File: config.mk
export PLATFORM = sky130hd
export DESIGN_NAME = pipe_stage_buf
export DESIGN_NICKNAME = d
export VERILOG_FILES = /design/src/rtl/pipe_stage_buf.sv
export SDC_FILE = /design/constraint.sdc
export NUM_CORES = 1
export LEC_CHECK = 0
export ABC_AREA = 1
export BUFFER_PORTS_ARGS = -buffer_cell sky130_fd_sc_hd__buf_2
export CAP_MARGIN = 30
export CORE_MARGIN = 2
export CORE_UTILIZATION = 25
export CTS_CLUSTER_SIZE = 12
export DETAILED_ROUTE_END_ITERATION = 7
export GPL_TIMING_DRIVEN = 0
export PLACE_DENSITY = 0.53
export SETUP_SLACK_MARGIN = 0.15
export SYNTH_ARGS = -nofsm -noshare
export SYNTH_HDL_FRONTEND = slang
export SYNTH_SLANG_ARGS = --single-unit
File: constraint.sdc
create_clock -name clk -period 4.15 [get_ports clk]
set_input_delay 1.245 -clock clk [delete_from_list [all_inputs] [get_ports clk]]
set_output_delay 1.245 -clock clk [all_outputs]
set_load 0.01 [all_outputs]
File: src/rtl/pipe_stage_buf.sv
`default_nettype none
// ============================================================================
// Module  : pipe_stage_buf
// Purpose : Parametrised pipeline-stage register with valid/ready handshake,
//           flush, optional 2-entry skid buffer, a side lane that ignores
//           stall/flush, and a saturating back-pressure counter.
//           All state updates on the falling edge of clk.
// Ports   : clk, rst (sync, active-low), flush
//           in_valid / in_ready / in_ctrl / in_data    upstream side
//           out_valid / out_ready / out_ctrl / out_data downstream head
//           side_i / side_o                             forwarding lane (1 edge)
//           occupancy (0..2), bp_cnt (saturating stall counter)
// Rev     : 1.0  initial release
// ============================================================================
module pipe_stage_buf #(
    parameter int CTRL_W = 9,
    parameter int DATA_W = 32,
    parameter int SIDE_W = 38,
    parameter int SKID   = 1,
    parameter int CNT_W  = 16
) (
    input  logic              clk,
    input  logic              rst,
    input  logic              flush,
    input  logic              in_valid,
    output logic              in_ready,
    input  logic [CTRL_W-1:0] in_ctrl,
    input  logic [DATA_W-1:0] in_data,
    output logic              out_valid,
    input  logic              out_ready,
    output logic [CTRL_W-1:0] out_ctrl,
    output logic [DATA_W-1:0] out_data,
    input  logic [SIDE_W-1:0] side_i,
    output logic [SIDE_W-1:0] side_o,
    output logic [1:0]        occupancy,
    output logic [CNT_W-1:0]  bp_cnt
);

    logic              w_in_ready;
    logic              w_out_valid;
    logic [CTRL_W-1:0] w_head_ctrl;
    logic [DATA_W-1:0] w_head_data;
    logic [1:0]        w_occ;
    logic              w_accept;
    logic              w_pop;

    assign w_accept = in_valid && w_in_ready;
    assign w_pop    = w_out_valid && out_ready;

    generate
        if (SKID != 0) begin : g_skid
            typedef enum logic [1:0] {
                ST_EMPTY = 2'd0,
                ST_ONE   = 2'd1,
                ST_FULL  = 2'd2
            } state_t;

            state_t            state_q;
            logic              in_ready_q;
            logic              out_valid_q;
            logic [CTRL_W-1:0] head_ctrl_q;
            logic [DATA_W-1:0] head_data_q;
            logic [CTRL_W-1:0] skid_ctrl_q;
            logic [DATA_W-1:0] skid_data_q;

            // in_ready and out_valid are registered copies of the state so
            // the upstream ready path never depends on out_ready.
            always_ff @(negedge clk) begin
                if (!rst || flush) begin
                    state_q     <= ST_EMPTY;
                    in_ready_q  <= 1'b1;
                    out_valid_q <= 1'b0;
                    head_ctrl_q <= '0;
                    head_data_q <= '0;
                    skid_ctrl_q <= '0;
                    skid_data_q <= '0;
                end else begin
                    case (state_q)
                        ST_EMPTY: begin
                            if (w_accept) begin
                                state_q     <= ST_ONE;
                                out_valid_q <= 1'b1;
                                head_ctrl_q <= in_ctrl;
                                head_data_q <= in_data;
                            end
                        end
                        ST_ONE: begin
                            if (w_accept && w_pop) begin
                                head_ctrl_q <= in_ctrl;
                                head_data_q <= in_data;
                            end else if (w_accept) begin
                                // Head is stalled: park the new entry behind it.
                                state_q     <= ST_FULL;
                                in_ready_q  <= 1'b0;
                                skid_ctrl_q <= in_ctrl;
                                skid_data_q <= in_data;
                            end else if (w_pop) begin
                                state_q     <= ST_EMPTY;
                                out_valid_q <= 1'b0;
                                head_ctrl_q <= '0;
                                head_data_q <= '0;
                            end
                        end
                        ST_FULL: begin
                            if (w_pop) begin
                                state_q     <= ST_ONE;
                                in_ready_q  <= 1'b1;
                                head_ctrl_q <= skid_ctrl_q;
                                head_data_q <= skid_data_q;
                                skid_ctrl_q <= '0;
                                skid_data_q <= '0;
                            end
                        end
                        default: begin
                            state_q     <= ST_EMPTY;
                            in_ready_q  <= 1'b1;
                            out_valid_q <= 1'b0;
                            head_ctrl_q <= '0;
                            head_data_q <= '0;
                            skid_ctrl_q <= '0;
                            skid_data_q <= '0;
                        end
                    endcase
                end
            end

            assign w_in_ready  = in_ready_q;
            assign w_out_valid = out_valid_q;
            assign w_head_ctrl = head_ctrl_q;
            assign w_head_data = head_data_q;
            assign w_occ       = {state_q == ST_FULL, state_q == ST_ONE};
        end else begin : g_single
            logic              valid_q;
            logic [CTRL_W-1:0] head_ctrl_q;
            logic [DATA_W-1:0] head_data_q;

            always_ff @(negedge clk) begin
                if (!rst || flush) begin
                    valid_q     <= 1'b0;
                    head_ctrl_q <= '0;
                    head_data_q <= '0;
                end else if (w_accept) begin
                    valid_q     <= 1'b1;
                    head_ctrl_q <= in_ctrl;
                    head_data_q <= in_data;
                end else if (w_pop) begin
                    valid_q     <= 1'b0;
                    head_ctrl_q <= '0;
                    head_data_q <= '0;
                end
            end

            // Combinational: a draining head frees the slot on the same edge.
            assign w_in_ready  = !valid_q || out_ready;
            assign w_out_valid = valid_q;
            assign w_head_ctrl = head_ctrl_q;
            assign w_head_data = head_data_q;
            assign w_occ       = {1'b0, valid_q};
        end
    endgenerate

    // Side lane: plain delay register, only reset can clear it.
    logic [SIDE_W-1:0] side_q;
    always_ff @(negedge clk) begin
        side_q <= rst ? side_i : '0;
    end

    // Back-pressure counter keeps counting through flush; sticks at all-ones.
    logic [CNT_W-1:0] bp_cnt_q;
    logic [CNT_W-1:0] bp_cnt_d;
    always_comb begin
        bp_cnt_d = bp_cnt_q;
        if (w_out_valid && !out_ready && (bp_cnt_q != {CNT_W{1'b1}})) begin
            bp_cnt_d = bp_cnt_q + CNT_W'(1);
        end
    end

    always_ff @(negedge clk) begin
        if (!rst) begin
            bp_cnt_q <= '0;
        end else begin
            bp_cnt_q <= bp_cnt_d;
        end
    end

    assign in_ready  = w_in_ready;
    assign out_valid = w_out_valid;
    // Bubble is forced to all-zero so downstream always sees a NOP.
    assign out_ctrl  = w_out_valid ? w_head_ctrl : '0;
    assign out_data  = w_out_valid ? w_head_data : '0;
    assign side_o    = side_q;
    assign occupancy = w_occ;
    assign bp_cnt    = bp_cnt_q;

endmodule
`default_nettype wire

### After elaboration in Yosys (flattened, before gate mapping)

Cells that the tools add are included.

| word-level totals | value |
|---|---|
| register bits after elaboration | 140 |
| bits of input ports | 84 |
| output and inout port bits | 99 |
| logic and storage cells | 70 |

| cells by class | value |
|---|---|
| add/subtract/negate cells | 1 |
| eq/ne operators | 12 |
| muxes and demuxes | 33 |
| bitwise operators | 2 |
| reductions and logical operators | 13 |

Operators by type and width:

| cell | number |
|---|---|
| $mux 32 | 7 |
| $pmux 32 s3 | 2 |
| $mux 9 | 7 |
| $pmux 9 s3 | 2 |
| $add 16x1->16 const B | 1 |
| $ne 16x16->1 const B | 1 |
| $reduce_and 4->1 | 3 |
| $mux 2 | 5 |
| $mux 1 | 7 |
| $ne 2x1->1 const B | 3 |
| $ne 2x2->1 const B | 3 |
| $ne 3x1->1 const B | 2 |
| $pmux 1 s3 | 2 |
| $pmux 2 s3 | 1 |
| $logic_and 1x1->1 | 5 |
| $reduce_and 5->1 | 1 |
| $ne 3x2->1 const B | 1 |
| $eq 2x1->1 const B | 1 |
| $eq 2x2->1 const B | 1 |
| $logic_not 1->1 | 2 |
| $logic_not 2->1 | 1 |
| $not 1->1 | 2 |
| $logic_or 1x1->1 | 1 |

### Logic depth before layout (Yosys ltp)

Gate-level depths: netlist of run 1.

| depth | value |
|---|---|
| word-level depth | 5 |
| depth in mapped cells | 10 |
| depth with buffers taken out | 10 |

==> results of run 1 <==
==> what timing repair did <==
item	in CTS	in global routing
pin swaps	5	12
cloned	3	5
setup buffers	24	7
setup endpoints to repair	179	156
gates resized for setup	120	92
==> how the worst min path moves through the flow <==
stage / startpoint / endpoint / slack [ps] / depth (start not counted)
final: g_skid.skid_ctrl_q[0]$_SDFFE_NP0P_ / g_skid.skid_ctrl_q[0]$_SDFFE_NP0P_ / 460 / 2
after global routing: g_skid.skid_data_q[28]$_SDFFE_NP0P_ / g_skid.skid_data_q[28]$_SDFFE_NP0P_ / 480 / 2
after CTS: g_skid.skid_ctrl_q[0]$_SDFFE_NP0P_ / g_skid.skid_ctrl_q[0]$_SDFFE_NP0P_ / 460 / 2
after detailed placement: g_skid.skid_ctrl_q[0]$_SDFFE_NP0P_ / g_skid.skid_ctrl_q[0]$_SDFFE_NP0P_ / 450 / 2
after global placement: g_skid.skid_ctrl_q[0]$_SDFFE_NP0P_ / g_skid.skid_ctrl_q[0]$_SDFFE_NP0P_ / 450 / 2
after floorplan: g_skid.skid_ctrl_q[0]$_SDFFE_NP0P_ / g_skid.skid_ctrl_q[0]$_SDFFE_NP0P_ / 440 / 2
==> cells by family after synthesis <==
family / after synthesis / synth area share
AND/OR/NAND/NOR: 491 / 0.329
buffers and inverters: 159 / 0.111
flip-flops: 140 / 0.465
AO/OA/AOI/OAI: 101 / 0.0856
XOR/XNOR: 5 / 0.00727
adder cells (fa/ha/maj): 1 / 0.00208
==> power breakdown <==
part           internal (µW)  switching, µW
Combinational            194            245
Clock                   1080           1010
Sequential              1390           25.3
Total                   2660           1280
==> synth_stat cells <==
| cell | instances | share of area |
|---|---|---|
| dfxtp_1 | 140 | 0.47 |
| buf_2 | 17 | 0.014 |
| inv_2 | 3 | 0.0019 |
| nand3b_1 | 1 | 0.0012 |
| clkbuf_1 | 19 | 0.012 |
| inv_1 | 105 | 0.065 |
| ha_1 | 1 | 0.0021 |
| nor2_1 | 30 | 0.019 |
| o21ai_2 | 1 | 0.0015 |
| nor2_2 | 3 | 0.0031 |
| nand2_2 | 3 | 0.0031 |
| nand3_4 | 1 | 0.0029 |
| o211ai_1 | 2 | 0.0025 |
| nand2_4 | 1 | 0.0019 |
| xor2_1 | 4 | 0.0058 |
| nand2_1 | 390 | 0.24 |
| nand4_1 | 6 | 0.0062 |
| clkinv_2 | 1 | 0.00083 |
| nor2_4 | 2 | 0.0037 |
| a21oi_1 | 95 | 0.079 |
| o21ai_0 | 2 | 0.0017 |
| buf_6 | 4 | 0.0075 |
| buf_1 | 5 | 0.0031 |
| xnor2_1 | 1 | 0.0015 |
| nand3_1 | 54 | 0.045 |
| buf_4 | 5 | 0.0062 |
| a31oi_1 | 1 | 0.0010 |
==> worst register-to-register path: cells and delay by family, from the launching register on <==
kind / cells / cell delay (ps)
AND/OR/NAND/NOR: 6 / 650
adder cells (fa/ha/maj): 1 / 200
AO/OA/AOI/OAI: 1 / 140
buffers and inverters: 3 / 420
flip-flops: 1 / 340
==> flip-flops by register name, indices dropped and copies added (netlist names) <==
register,flops
g_skid.head_data_q,32
g_skid.skid_ctrl_q,9
g_skid.head_ctrl_q,9
g_skid.skid_data_q,32
out_valid,1
in_ready,1
side_o,38
bp_cnt,16
g_skid.state_q,2
==> metrics by stage <==
stage          cell area, µm²  setup WS (ps)   util
6_report                10400           -546  0.440
5_1_grt                 10400           -612  0.440
4_1_cts                  9830           -567  0.418
3_5_place_dp             7980           -402  0.339
3_3_place_gp             7980           -396  0.339
2_1_floorplan            6670           11.7      -
==> layer usage <==
metal  vias to the layer above  track usage  wire length [µm]
li1                       3500            -                 -
met1                      3010        0.169              8550
met2                       236        0.258              9730
met3                        21       0.0920              1730
met4                         2       0.0793               267
met5                         -            0                13
==> placed cells by master, fill, tap and decap left out, drive strengths merged <==
| cell | netlist | layout |
|---|---|---|
| a21oi | 95 | 95 |
| a31oi | 1 | 1 |
| buf | 31 | 248 |
| bufinv | 0 | 2 |
| clkbuf | 19 | 39 |
| clkinv | 1 | 5 |
| clkinvlp | 0 | 2 |
| dfxtp | 140 | 140 |
| diode | 0 | 1 |
| ha | 1 | 1 |
| inv | 108 | 254 |
| nand2 | 394 | 394 |
| nand3 | 55 | 55 |
| nand3b | 1 | 1 |
| nand4 | 6 | 6 |
| nor2 | 35 | 35 |
| o211ai | 2 | 2 |
| o21ai | 3 | 3 |
| xnor2 | 1 | 1 |
| xor2 | 4 | 4 |
==> layout make-up <==
class	instances	area share
diodes	1	0.000242
inverters	108	0.0418
plain buffers	50	0.0532
repair buffers	220	0.176
well taps	319	0.0385
flip-flops and latches	140	0.279
clock buffers	17	0.0411
clock inverters	155	0.0668
multi-input cells	598	0.303
==> flow_summary.toml, run 1 <==
[logic_synthesis]
yosys_register_bits = 140
synth.distinct_cells = 27
syn_area_um2 = 6020
synth_cells = 897
yosys_warnings = 0
synth.avg_cell_area_um2 = 6.71
synth_nets = 982
yosysSeqAreaShare = 0.465

[clocking]
clk_pin_slew_ps = 40
htree_levels = 4
clockBufferDepth = 2
clock-sinks = 140
worstSkewPairLatency_ps = 460
cts_tree = "built"
cts_hold_buffers = 0
clock-root-buffer = "clkbuf_16"
cts_made_buffers = 17

[global_route]
grt_max_degree = 17
grt.overflow.total = 0
globalRouteTotalUtil = 0.161
grt_pass1_vias = 6936
grt_pass1_wl_um = 32600
antenna_found_initial = 2

[setup_path]
path_cells = "buf_12 > clkbuf_16 > nand2_4 > inv_2 > buf_6"
r2r-start = "bp_cnt[0]$_SDFFE_NN0P_"
path_buf_inv = 4
path_max_fanout = 7
max_stage_delay_ps = 380
crit_required_ps = 2900
crit_type = "flop to output port"
worst-path-stages = 5
startpoint_type = "flop"
cpLargestDelayFamily = "buffers and inverters"
slowest_stage = "dfxtp_4"
r2r-end = "bp_cnt[2]$_SDFFE_NN0P_"
crit_path_end = "out_data[30]"
critPathLaunch = "out_valid$_SDFFE_NP0P_"
worstRegToRegCells = 11
worstPathArrival_ps = 3450
r2r_slack_ps = 2330
crit_path_end_kind = "output port"

[run_status]
outcome = "finished with violations"
violations = "setup timing"

[timing]
slew_headroom = 0.500
finalSetupViolCount = 99
holdWs_ps = 458
setup_slack_ps = -546
tns_ps = -24740
finClkSkew_ps = 20.4
hold_violations = 0
slew_viol_final = 0
rsz0062_at_grt = "true"
worst_pin_slew_ps = 750

[routing]
viasPerCell = 4.21
wl_per_cell_um = 12.6
ant_nets = 0
drcViolationCount = 0
finalWirelength_um = 20300
drtIter0Drc = 208
drt_pass1_iterations = 4
num_vias = 6769

[floorplan]
die_area_um2 = 25400
coreArea_um2 = 23500
ios = 183
die_h_um = 159
die_x_um = 159
initial_utilization = 0.256
core.rowCount = 56

[place]
place_inst = 1397
io_buffer_count = 181
gp_congestion = 0.808
hpwlAfterDp_um = 13500

[power]
peakVddDrop_mv = 0.245
finalPower_uw = 3940
p_leak_uw = 0.00569
p_per_area_nw_per_um2 = 381

[flow_run]
max_cap_viol_count = 0

[cells_and_area]
fin_nets = 1360
fill_cells = 2470
final_cells = 1608
drive_gt1_frac = 0.370
multiInputGateArea_um2 = 3140
seq_area_um2 = 2890
area_growth_syn_to_layout_pct = 72.0

[worst_hold_path]
hold_path.class = "flop to flop"
No activity file was read; power rests on OpenSTA's default activity.
==> inputs of run 2 (changes only) <==
--- a/config.mk
+++ b/config.mk
@@ -9,12 +9,13 @@
 export BUFFER_PORTS_ARGS = -buffer_cell sky130_fd_sc_hd__buf_2
 export CAP_MARGIN = 30
 export CORE_MARGIN = 2
-export CORE_UTILIZATION = 25
+export CORE_UTILIZATION = 40
 export CTS_CLUSTER_SIZE = 12
 export DETAILED_ROUTE_END_ITERATION = 7
 export GPL_TIMING_DRIVEN = 0
-export PLACE_DENSITY = 0.53
+export PLACE_DENSITY = 0.73
 export SETUP_SLACK_MARGIN = 0.15
 export SYNTH_ARGS = -nofsm -noshare
 export SYNTH_HDL_FRONTEND = slang
 export SYNTH_SLANG_ARGS = --single-unit
+export TNS_END_PERCENT = 30
==> flow_summary.toml, run 2 (synthesized netlist as in run 1, its figures left out) <==
[timing]
finClkSkew_ps = 34.7
slew_viol_final = 0
slew_headroom = 0.399
holdWs_ps = 460
rsz0062_at_grt = "true"
setup_slack_ps = -534
finalSetupViolCount = 99
worst_pin_slew_ps = 901
hold_violations = 0

[clocking]
cts_made_buffers = 17
clock-sinks = 140
worstSkewPairLatency_ps = 470
clockBufferDepth = 2
cts_hold_buffers = 0
htree_levels = 4
clock-root-buffer = "clkbuf_16"
cts_tree = "built"
clk_pin_slew_ps = 30

[routing]
drt_pass1_iterations = 6
drcViolationCount = 0
drtIter0Drc = 232
finalWirelength_um = 19200
wl_per_cell_um = 13.1
num_vias = 6987
ant_nets = 0
viasPerCell = 4.77

[global_route]
antenna_found_initial = 3
grt_max_degree = 17
grt_pass1_vias = 6887
globalRouteTotalUtil = 0.234
grt.overflow.total = 0
grt_pass1_wl_um = 29900

[floorplan]
initial_utilization = 0.411
ios = 183
coreArea_um2 = 14600
core.rowCount = 44
die_h_um = 127
die_x_um = 127
die_area_um2 = 16100

[cells_and_area]
mostFrequentLayoutCell = "nand2_1"
finalInstanceArea_um2 = 9860
fin_nets = 1355
most-common-layout-cells = "351 x nand2_1, 210 x inv_1, 115 x buf_2, 101 x dfxtp_1, 82 x a21oi_1"
final_cells = 1466
largest_reg_flops = 38
fill_cells = 1208
drive_gt1_frac = 0.348
final_util = 0.674
area_growth_syn_to_layout_pct = 63.8
diodes = 0

[power]
p_leak_uw = 0.00557
p_per_area_nw_per_um2 = 385
peakVddDrop_mv = 0.296

[setup_path]
startpoint_type = "flop"
path_buf_inv = 4
slowest_stage = "dfxtp_4"
path_max_fanout = 6
worstPathArrival_ps = 3440
crit_required_ps = 2900
max_stage_delay_ps = 380
cpLargestDelayFamily = "buffers and inverters"
crit_path_end_kind = "output port"
path_cells = "buf_12 > clkbuf_16 > nand2_4 > inv_2 > buf_6"
crit_type = "flop to output port"

[place]
place_inst = 1262
io_buffer_count = 181
hpwlAfterDp_um = 12100
dp_slack_ps = -366
gp_congestion = 0.845
place_area_um2 = 7630

[run_status]
outcome = "finished with violations"
violations = "setup timing"

[worst_hold_path]
hold_path.class = "flop to flop"

[flow_run]
max_cap_viol_count = 0
run 2: changes by cell type in the layout (fill, tap and decap cells not counted), moves of 4 or more:
cell	previous run	this run
inv_1	202	210
dfxtp_4	16	20
inv_2	42	35
buf_2	105	115
buf_4	37	42
nand3_2	30	15
buf_12	8	3
dfxtp_2	23	19
nand3_1	21	33
buf_6	88	73
nand2_1	345	351
run 2: cell type report:
| class | instances | area, µm² | share of cell area |
|---|---|---|---|
| inverters | 108 | 428 | 0.0434 |
| repair buffers | 215 | 1640 | 0.166 |
| well taps | 184 | 230 | 0.0233 |
| multi-input cells | 598 | 3070 | 0.312 |
| clock buffers | 17 | 425 | 0.0431 |
| plain buffers | 50 | 527 | 0.0534 |
| flip-flops and latches | 140 | 2900 | 0.294 |
| clock inverters | 154 | 643 | 0.0652 |
run 2: final timing paths:
kind | cells past startpoint | startpoint | slack [ps] | endpoint
setup reg to reg | 11 | bp_cnt[1]$_SDFFE_NN0P_ | 2320 | bp_cnt[14]$_SDFFE_NN0P_
hold / removal | 2 | g_skid.skid_data_q[15]$_SDFFE_NP0P_ | 460 | g_skid.skid_data_q[15]$_SDFFE_NP0P_
setup / recovery | 5 | out_valid$_SDFFE_NP0P_ | -530 | out_data[29]
hold reg to reg | 2 | g_skid.skid_data_q[15]$_SDFFE_NP0P_ | 460 | g_skid.skid_data_q[15]$_SDFFE_NP0P_
run 2: per-layer routing:
layer	wire (µm)	global-route usage	vias to the layer above
met1	7570	0.228	3182
met2	9700	0.398	260
met5	41	0	-
met3	1540	0.123	46
li1	-	-	3493
met4	398	0.133	6
run 2: power by group:
| part | leakage [µW] | internal, µW | switching, µW |
|---|---|---|---|
| combinational | 0.00339 | 180 | 236 |
| sequential | 0.00116 | 1390 | 25.2 |
| clock | 0.00102 | 1000 | 967 |
run 2: worst min-delay path, cell delays in order (launching register included):
cell and delay, ps:
dfxtp_1 300, nand2_1 60, a21oi_1 50
run 2: through the flow:
stage               power [µW]  TNS, ps
floorplan                 1850        0
global placement          1980   -33560
detailed placement        1980   -34720
CTS                       3810   -25830
global route              4070   -28360
finish                    3800   -24650
run 2: repair_timing:
item,CTS,global route
pin swaps,5,21
resized for setup,124,94
gates cloned,4,0
endpoints found under the hold margin,0,0
setup endpoints to repair,153,181
setup buffers,12,18
==> inputs of run 3 (changes only) <==
--- a/config.mk
+++ b/config.mk
@@ -8,11 +8,11 @@
 export ABC_AREA = 1
 export BUFFER_PORTS_ARGS = -buffer_cell sky130_fd_sc_hd__buf_2
 export CAP_MARGIN = 30
-export CORE_MARGIN = 2
 export CORE_UTILIZATION = 40
 export CTS_CLUSTER_SIZE = 12
 export DETAILED_ROUTE_END_ITERATION = 7
 export GPL_TIMING_DRIVEN = 0
+export MAX_ROUTING_LAYER = met4
 export PLACE_DENSITY = 0.73
 export SETUP_SLACK_MARGIN = 0.15
 export SYNTH_ARGS = -nofsm -noshare
==> flow_summary.toml, run 3 (synthesized netlist as in run 1, its figures left out) <==
[cells_and_area]
final_cells = 1465
fill_cells = 1154
mostFrequentLayoutCell = "nand2_1"
seq_area_um2 = 2900
final_util = 0.679
drive_gt1_frac = 0.338
largest_reg_flops = 38
fin_nets = 1352
multiInputGateArea_um2 = 2950
most-common-layout-cells = "351 x nand2_1, 209 x inv_1, 103 x buf_2, 99 x dfxtp_1, 90 x a21oi_1"
area_growth_syn_to_layout_pct = 64.4

[clocking]
clock-sinks = 140
clock-root-buffer = "clkbuf_16"
worstSkewPairLatency_ps = 460
cts_tree = "built"
cts_made_buffers = 17
cts_hold_buffers = 0
clockBufferDepth = 2
clk_pin_slew_ps = 30
htree_levels = 4

[floorplan]
die_x_um = 125
core.rowCount = 44
coreArea_um2 = 14600
die_area_um2 = 15600
ios = 183
die_h_um = 125
initial_utilization = 0.413

[setup_path]
r2r-start = "bp_cnt[1]$_SDFFE_NN0P_"
worstPathArrival_ps = 3440
crit_required_ps = 2900
crit_type = "flop to output port"
worstRegToRegCells = 12
path_max_fanout = 6
r2r-end = "bp_cnt[5]$_SDFFE_NN0P_"
crit_path_end_kind = "output port"
startpoint_type = "flop"
r2r_slack_ps = 2060

[routing]
finalWirelength_um = 19900
drcViolationCount = 0
drt_pass1_iterations = 5
viasPerCell = 4.77
ant_nets = 0
wl_per_cell_um = 13.6
num_vias = 6983
drtIter0Drc = 344

[worst_hold_path]
holdPathEnd = "g_skid.skid_data_q[8]$_SDFFE_NP0P_"
hold_path_startpoint = "g_skid.skid_data_q[8]$_SDFFE_NP0P_"
whs_path_depth = 2
hold_path.class = "flop to flop"

[timing]
finClkSkew_ps = 24.1
slew_viol_final = 0
setup_slack_ps = -536
tns_ps = -24980
holdWs_ps = 457
rsz0062_at_grt = "true"
slew_headroom = 0.536
hold_violations = 0
worst_pin_slew_ps = 696
finalSetupViolCount = 99

[place]
place_inst = 1262
gp_congestion = 0.878
hpwlAfterDp_um = 12000
io_buffer_count = 181

[power]
p_per_area_nw_per_um2 = 404
peakVddDrop_mv = 0.276
p_leak_uw = 0.00559
finalPower_uw = 4000

[global_route]
globalRouteTotalUtil = 0.250
antenna_found_initial = 1
grt_max_degree = 17
grt.overflow.total = 0
grt_pass1_vias = 6836
grt_pass1_wl_um = 30100

[run_status]
violations = "setup timing"
outcome = "finished with violations"

[flow_run]
max_cap_viol_count = 0
run 3: cell types whose count changed in the layout (fill, tap and decap cells not counted), moves of 6 or more:
cell and change:
buf_6 +16, nand3_1 +8, nand3_4 -6, buf_2 -12, a21oi_1 +8, buf_4 -7
a21oi_2 -8
run 3: cell type report:
class | instances | area share
Antenna cell | 1 | 0.000253
Buffer | 50 | 0.0540
Clock buffer | 17 | 0.0430
Clock inverter | 155 | 0.0725
Inverter | 108 | 0.0432
Multi-Input combinational cell | 598 | 0.298
Sequential cell | 140 | 0.293
Tap cell | 184 | 0.0233
Timing Repair Buffer | 212 | 0.172
run 3: worst max path at each step:
stage | cells after the start | from | slack (ps) | to
detailed placement | 7 | out_ready | -370 | bp_cnt[5]$_SDFFE_NN0P_
CTS | 5 | out_valid$_SDFFE_NP0P_ | -530 | out_data[28]
global placement | 7 | out_ready | -330 | bp_cnt[10]$_SDFFE_NN0P_
finish | 5 | out_valid$_SDFFE_NP0P_ | -540 | out_data[28]
floorplan | 8 | in_valid | 10 | g_skid.skid_ctrl_q[0]$_SDFFE_NP0P_
global route | 5 | out_valid$_SDFFE_NP0P_ | -580 | out_data[9]
run 3: metal layers:
layer	vias to the layer above	GRT usage	wire length (µm)
met1	3154	0.252	7800
met4	0	0.150	426
met3	40	0.105	1550
li1	3480	-	-
met2	309	0.404	10100
met5	-	-	0
run 3: where the power goes:
group / total, µW / internal, µW / switching [µW]
Clock: 2170 / 1190 / 983
Sequential: 1410 / 1390 / 27.1
Combinational: 419 / 185 / 234
run 3: worst max-delay path: stages (launching register included):
cell and delay, ps:
dfxtp_4 390, buf_12 160, clkbuf_16 170, nand2_4 50
inv_4 60, buf_6 90
run 3: through the flow:
| stage | worst slack, ps | area, µm² |
|---|---|---|
| floorplan | 11.7 | 6490 |
| global placement | -330 | 7630 |
| detailed placement | -371 | 7630 |
| CTS | -534 | 9520 |
| global route | -583 | 9900 |
| finish | -536 | 9900 |
run 3: repair_timing:
action	4_1_cts	5_1_grt
setup endpoints to repair	147	182
gates cloned	4	0
pin swaps	2	8
resized for setup	139	74
buffers inserted	10	17
